**src/rtl/serial_frame_tx.sv**
```systemverilog
// Three-wire serial display link transmitter: shifts a parallel word out on
// sdata/sclk, then pulses latch so the far-end shift register captures it.
module serial_frame_tx #(
  parameter int WIDTH     = 8,
  parameter int CLK_DIV   = 2,
  parameter int LSB_FIRST = 0
) (
  input  logic             clk,
  input  logic             rst,
  input  logic [WIDTH-1:0] data_in,
  input  logic             valid,
  output logic             ready,
  output logic             sdata,
  output logic             sclk,
  output logic             latch,
  output logic             busy,
  output logic             done
);

  localparam int PW = $clog2(CLK_DIV + 1);
  localparam int BW = $clog2(WIDTH);
  localparam logic [PW-1:0] PHASE_LAST = PW'(CLK_DIV - 1);
  localparam logic [BW-1:0] BIT_LAST   = BW'(WIDTH - 1);

  typedef enum logic [1:0] {
    IDLE,
    LOW,
    HIGH,
    LATCH
  } state_t;

  state_t           r_state;
  state_t           w_next_state;
  logic [PW-1:0]    r_phase;
  logic [PW-1:0]    w_phase_next;
  logic [BW-1:0]    r_bit_cnt;
  logic [BW-1:0]    w_bit_next;
  logic [WIDTH-1:0] r_shreg;
  logic [WIDTH-1:0] w_shreg_next;
  logic             r_done;
  logic             w_done_next;
  logic             w_phase_last;
  logic             w_cur_bit;

  assign w_phase_last = (r_phase == PHASE_LAST);
  assign w_cur_bit    = (LSB_FIRST != 0) ? r_shreg[0] : r_shreg[WIDTH-1];

  always_ff @(posedge clk or posedge rst) begin
    if (rst) begin
      r_state <= IDLE;
    end else begin
      r_state <= w_next_state;
    end
  end

  always_ff @(posedge clk or posedge rst) begin
    if (rst) begin
      r_phase   <= '0;
      r_bit_cnt <= '0;
      r_shreg   <= '0;
      r_done    <= 1'b0;
    end else begin
      r_phase   <= w_phase_next;
      r_bit_cnt <= w_bit_next;
      r_shreg   <= w_shreg_next;
      r_done    <= w_done_next;
    end
  end

  // Every state lasts CLK_DIV cycles; the phase counter restarts on each change.
  always_comb begin
    w_next_state = r_state;
    w_phase_next = r_phase + PW'(1);
    w_bit_next   = r_bit_cnt;
    w_shreg_next = r_shreg;
    w_done_next  = 1'b0;
    case (r_state)
      IDLE: begin
        w_phase_next = '0;
        if (valid) begin
          w_shreg_next = data_in;
          w_bit_next   = '0;
          w_next_state = LOW;
        end
      end
      LOW: begin
        if (w_phase_last) begin
          w_phase_next = '0;
          w_next_state = HIGH;
        end
      end
      HIGH: begin
        if (w_phase_last) begin
          w_phase_next = '0;
          w_shreg_next = (LSB_FIRST != 0) ? (r_shreg >> 1) : (r_shreg << 1);
          w_bit_next   = r_bit_cnt + BW'(1);
          w_next_state = (r_bit_cnt == BIT_LAST) ? LATCH : LOW;
        end
      end
      LATCH: begin
        if (w_phase_last) begin
          w_phase_next = '0;
          w_done_next  = 1'b1;
          w_next_state = IDLE;
        end
      end
      default: begin
        w_phase_next = '0;
        w_next_state = IDLE;
      end
    endcase
  end

  // Outputs decode registered state only, so valid/data_in never reach a pin.
  assign ready = (r_state == IDLE);
  assign busy  = (r_state != IDLE);
  assign sclk  = (r_state == HIGH);
  assign latch = (r_state == LATCH);
  assign sdata = ((r_state == LOW) || (r_state == HIGH)) ? w_cur_bit : 1'b0;
  assign done  = r_done;

endmodule

```
**config.mk**
```make
export PLATFORM = sky130hd
export DESIGN_NAME = serial_frame_tx
export DESIGN_NICKNAME = d
export VERILOG_FILES = /design/src/rtl/serial_frame_tx.sv
export SDC_FILE = /design/constraint.sdc
export NUM_CORES = 1
export LEC_CHECK = 0
export ABC_AREA = 1
export CELL_PAD_IN_SITES_DETAIL_PLACEMENT = 0
export CELL_PAD_IN_SITES_GLOBAL_PLACEMENT = 2
export CORE_ASPECT_RATIO = 2
export CORE_MARGIN = 5
export CORE_UTILIZATION = 28
export DETAILED_ROUTE_END_ITERATION = 10
export GPL_TIMING_DRIVEN = 0
export PLACE_DENSITY_LB_ADDON = 0.1
export SYNTH_ARGS = -nofsm -noshare
export SYNTH_HDL_FRONTEND = slang
export SYNTH_SLANG_ARGS = --single-unit
```
**constraint.sdc**
```tcl
create_clock -name clk -period 1.8 [get_ports clk]
set_clock_uncertainty 0.2 [all_clocks]
set_input_delay 0.45 -clock clk [delete_from_list [all_inputs] [get_ports clk]]
set_output_delay 0.45 -clock clk [all_outputs]
set_load 0.03 [all_outputs]
```
==> qor.txt <==
DRC Markers = 0
Reg2reg start = r_state[1]
Clk sinks = 16
Cells after Synth = 118
Grt total ovfl = 0
Core area = 3160 um^2
Syn Area/Cell = 7.62 um^2
Syn-to-layout area delta = 37.6%
Status = finished with violations
Final setup margin = -26.9 ps
Largest area contributor in the netlist = dfrtp_1
Max-slew violation count = 0
Via count = 822
Dpl cells = 165
Sw Ratio = 43.7%
CP arrival = 1180 ps
ANT nets after route = 0
Vias in the first global route = 863
Relative slew slack = 56.5%
Tot GR Track Use = 11.4%
Synth top area share = 44.5%
Hold path start = r_phase[0]
Peak supply drop = 0.861 mV
Nets = 166
Hold crit path type = reg2reg
Worst-Skew Late Latency = 250 ps
Max Freq = 547 MHz
Slew of the pin with the lowest slew margin = 651 ps
Setup TNS = -44.1 ps
Drt first-iter violations = 17
Main flop type after synthesis = dfrtp_1
Reg2reg path depth = 8
R2r setup slk = 160 ps
Final Non-Filler Cells = 177
Final hold vios = 0
Min Clock Period, post-route = 1830 ps
Starting Density = 28.5%
Worst path required time = 1150 ps
Number of synthesized flops with an enable pin = 0
Hold path depth = 1
GP Congestion = 0.638
Min-Delay Endpoint = r_phase[0]
HPWL Detailed = 1630 um
Seq pwr share = 26.5%
Number of CTS-inserted buffers = 3
PD cells = 1760 nW/um^2
Final setup vio count = 2
Yosys warnings = 0
Maximum root-to-sink buffer count = 2
Initial antenna violation count = 0
Io pins = 17
Int Pwr = 0.00122 W
Most frequent cell after synthesis = nand2_1
Post-synthesis async set-or-reset flop share = 100%
H-tree depth = 1
CTS tree = built
Distinct cells, synth = 15
Sequential area share after synthesis = 44.5%
Final Cycle Share = 101%
Synth Net Count = 136
CTS clk-pin slew, worst paths = 60 ps
Die footprint = 4520 um^2
Clock power frac = 12.3%
Synth Cell Area = 900 um^2
Crit start category = register
Max-cap violations = 0
Placed cell area = 1100 um^2
Via density = 4.64
Die X-Extent = 50.1 um
Cell leakage power = 0.674 nW
Avg WL per Cell = 12.8 um
Failing checks = setup timing
First-pass GRT wire length = 3910 um
Largest net degree at the start of global routing = 17
Number of diodes = 0
DRT Pass-1 Iters = 2
Synthesized flop and latch total = 16
Root Buffer = clkbuf_8
Logic pwr share = 61.1%
NetSw = 0.000951 W
Share of cells above drive strength 1 = 23.3%
R2R Path End = r_shreg[7]
Rows = 29
Total wire length = 2270 um
Crit. End Element = output port
RSZ-0062 raised after global routing = yes
Top post-synthesis cells by area = dfrtp_1 45%, nand2_1 24%, ha_1 9.7%, nand3_1 6.1%, inv_1 3.3%
CP Max Fanout = 4
Port Buffers = 16
Final Cell Area = 1240 um^2
Die outline height = 90.2 um
WS Path Type = reg2out
Synth cell count leaders = 58 x nand2_1, 16 x dfrtp_1, 11 x nand3_1
registers in the layout, summed over array words and instances (netlist names):
name       cells
r_phase        2
r_shreg        8
done           1
r_state        2
r_bit_cnt      3
placed cells by master (no fill, tap or decap):
| master | synthesis | layout |
|---|---|---|
| buf_2 | 2 | 1 |
| buf_4 | 0 | 10 |
| buf_6 | 2 | 6 |
| clkbuf_4 | 0 | 1 |
| clkbuf_8 | 0 | 3 |
| clkdlybuf4s50_1 | 0 | 10 |
| dfrtp_1 | 16 | 15 |
| dfrtp_2 | 0 | 1 |
| dlygate4sd2_1 | 0 | 1 |
| ha_1 | 7 | 4 |
| ha_2 | 0 | 2 |
| ha_4 | 0 | 1 |
| inv_1 | 8 | 5 |
| inv_2 | 2 | 3 |
| inv_4 | 0 | 2 |
| nand2_1 | 58 | 57 |
| nand2_2 | 1 | 2 |
| nand3_1 | 11 | 11 |
| nand3b_1 | 2 | 2 |
| nand4_1 | 1 | 1 |
| nor2_1 | 5 | 5 |
| nor2_2 | 1 | 1 |
| nor2_4 | 1 | 1 |
| nor3_1 | 1 | 1 |
final cells by class:
class / count / area (um^2)
multi-input combinational: 88 / 449
timing repair buffer: 25 / 229
buffer: 4 / 35.0
fill: 348 / 1920
tap: 31 / 38.8
sequential: 16 / 402
clock buffer: 3 / 41.3
inverter: 10 / 42.5
metrics by stage:
stage / setup slack [ps] / hold slack (ps) / util (%) / power, W
2_1_floorplan: 60.0 / 164 / - / 0.00137
3_3_place_gp: -491 / 232 / 34.9 / 0.00171
3_5_place_dp: -493 / 241 / 34.9 / 0.00171
4_1_cts: -51.4 / 248 / 38.0 / 0.00211
5_1_grt: -77.3 / 271 / 39.2 / 0.00238
6_report: -26.9 / 245 / 39.2 / 0.00217
worst max path at each step:
stage | from | end | slack [ps] | depth (start not counted)
after global placement | r_state[1] | sdata | -490 | 5
final | r_state[1] | sdata | -30 | 5
after CTS | r_state[1] | sdata | -50 | 5
after detailed placement | r_state[1] | sdata | -490 | 5
after floorplan | r_state[0] | r_shreg[1] | 60 | 8
after global routing | r_state[1] | sdata | -80 | 5
power by group through the flow:
stage	Combinational, W	Clock, W	Sequential [W]
3_3_place_gp	0.00112	0	0.000590
3_5_place_dp	0.00112	0	0.000592
4_1_cts	0.00126	0.000277	0.000577
2_1_floorplan	0.000789	0	0.000577
6_report	0.00133	0.000268	0.000577
5_1_grt	0.00147	0.000302	0.000600
kinds of logic after synthesis:
| logic type | count (synthesis) | share of synthesized area (%) |
|---|---|---|
| AND/OR/NAND/NOR | 81 | 38.0 |
| flip-flops | 16 | 44.5 |
| buffers and inverters | 14 | 7.79 |
| adder cells (fa/ha/maj) | 7 | 9.74 |
critical path: stages (launching register included):
cell and delay [ps]:
dfrtp_2 400, inv_2 60, ha_4 260, nand2_2 40, inv_2 40, buf_6 120
metal layers:
metal	up-vias	part of all wire, %	GRT usage [%]
li1	417	-	-
met1	388	40	12.2
met2	12	55	20.1
met3	5	3.2	1.99
met4	0	2.6	5.91
met5	-	0	0
what timing repair did:
| action | 4_1_cts | 5_1_grt |
|---|---|---|
| pin swaps | 2 | 1 |
| resized for setup | 39 | 8 |
| gates cloned | 0 | 0 |
| setup endpoints to repair | 9 | 11 |
| buffers inserted | 6 | 3 |
| hold buffers | 0 | 0 |
Note: power is estimated with default switching activity, not from simulation.
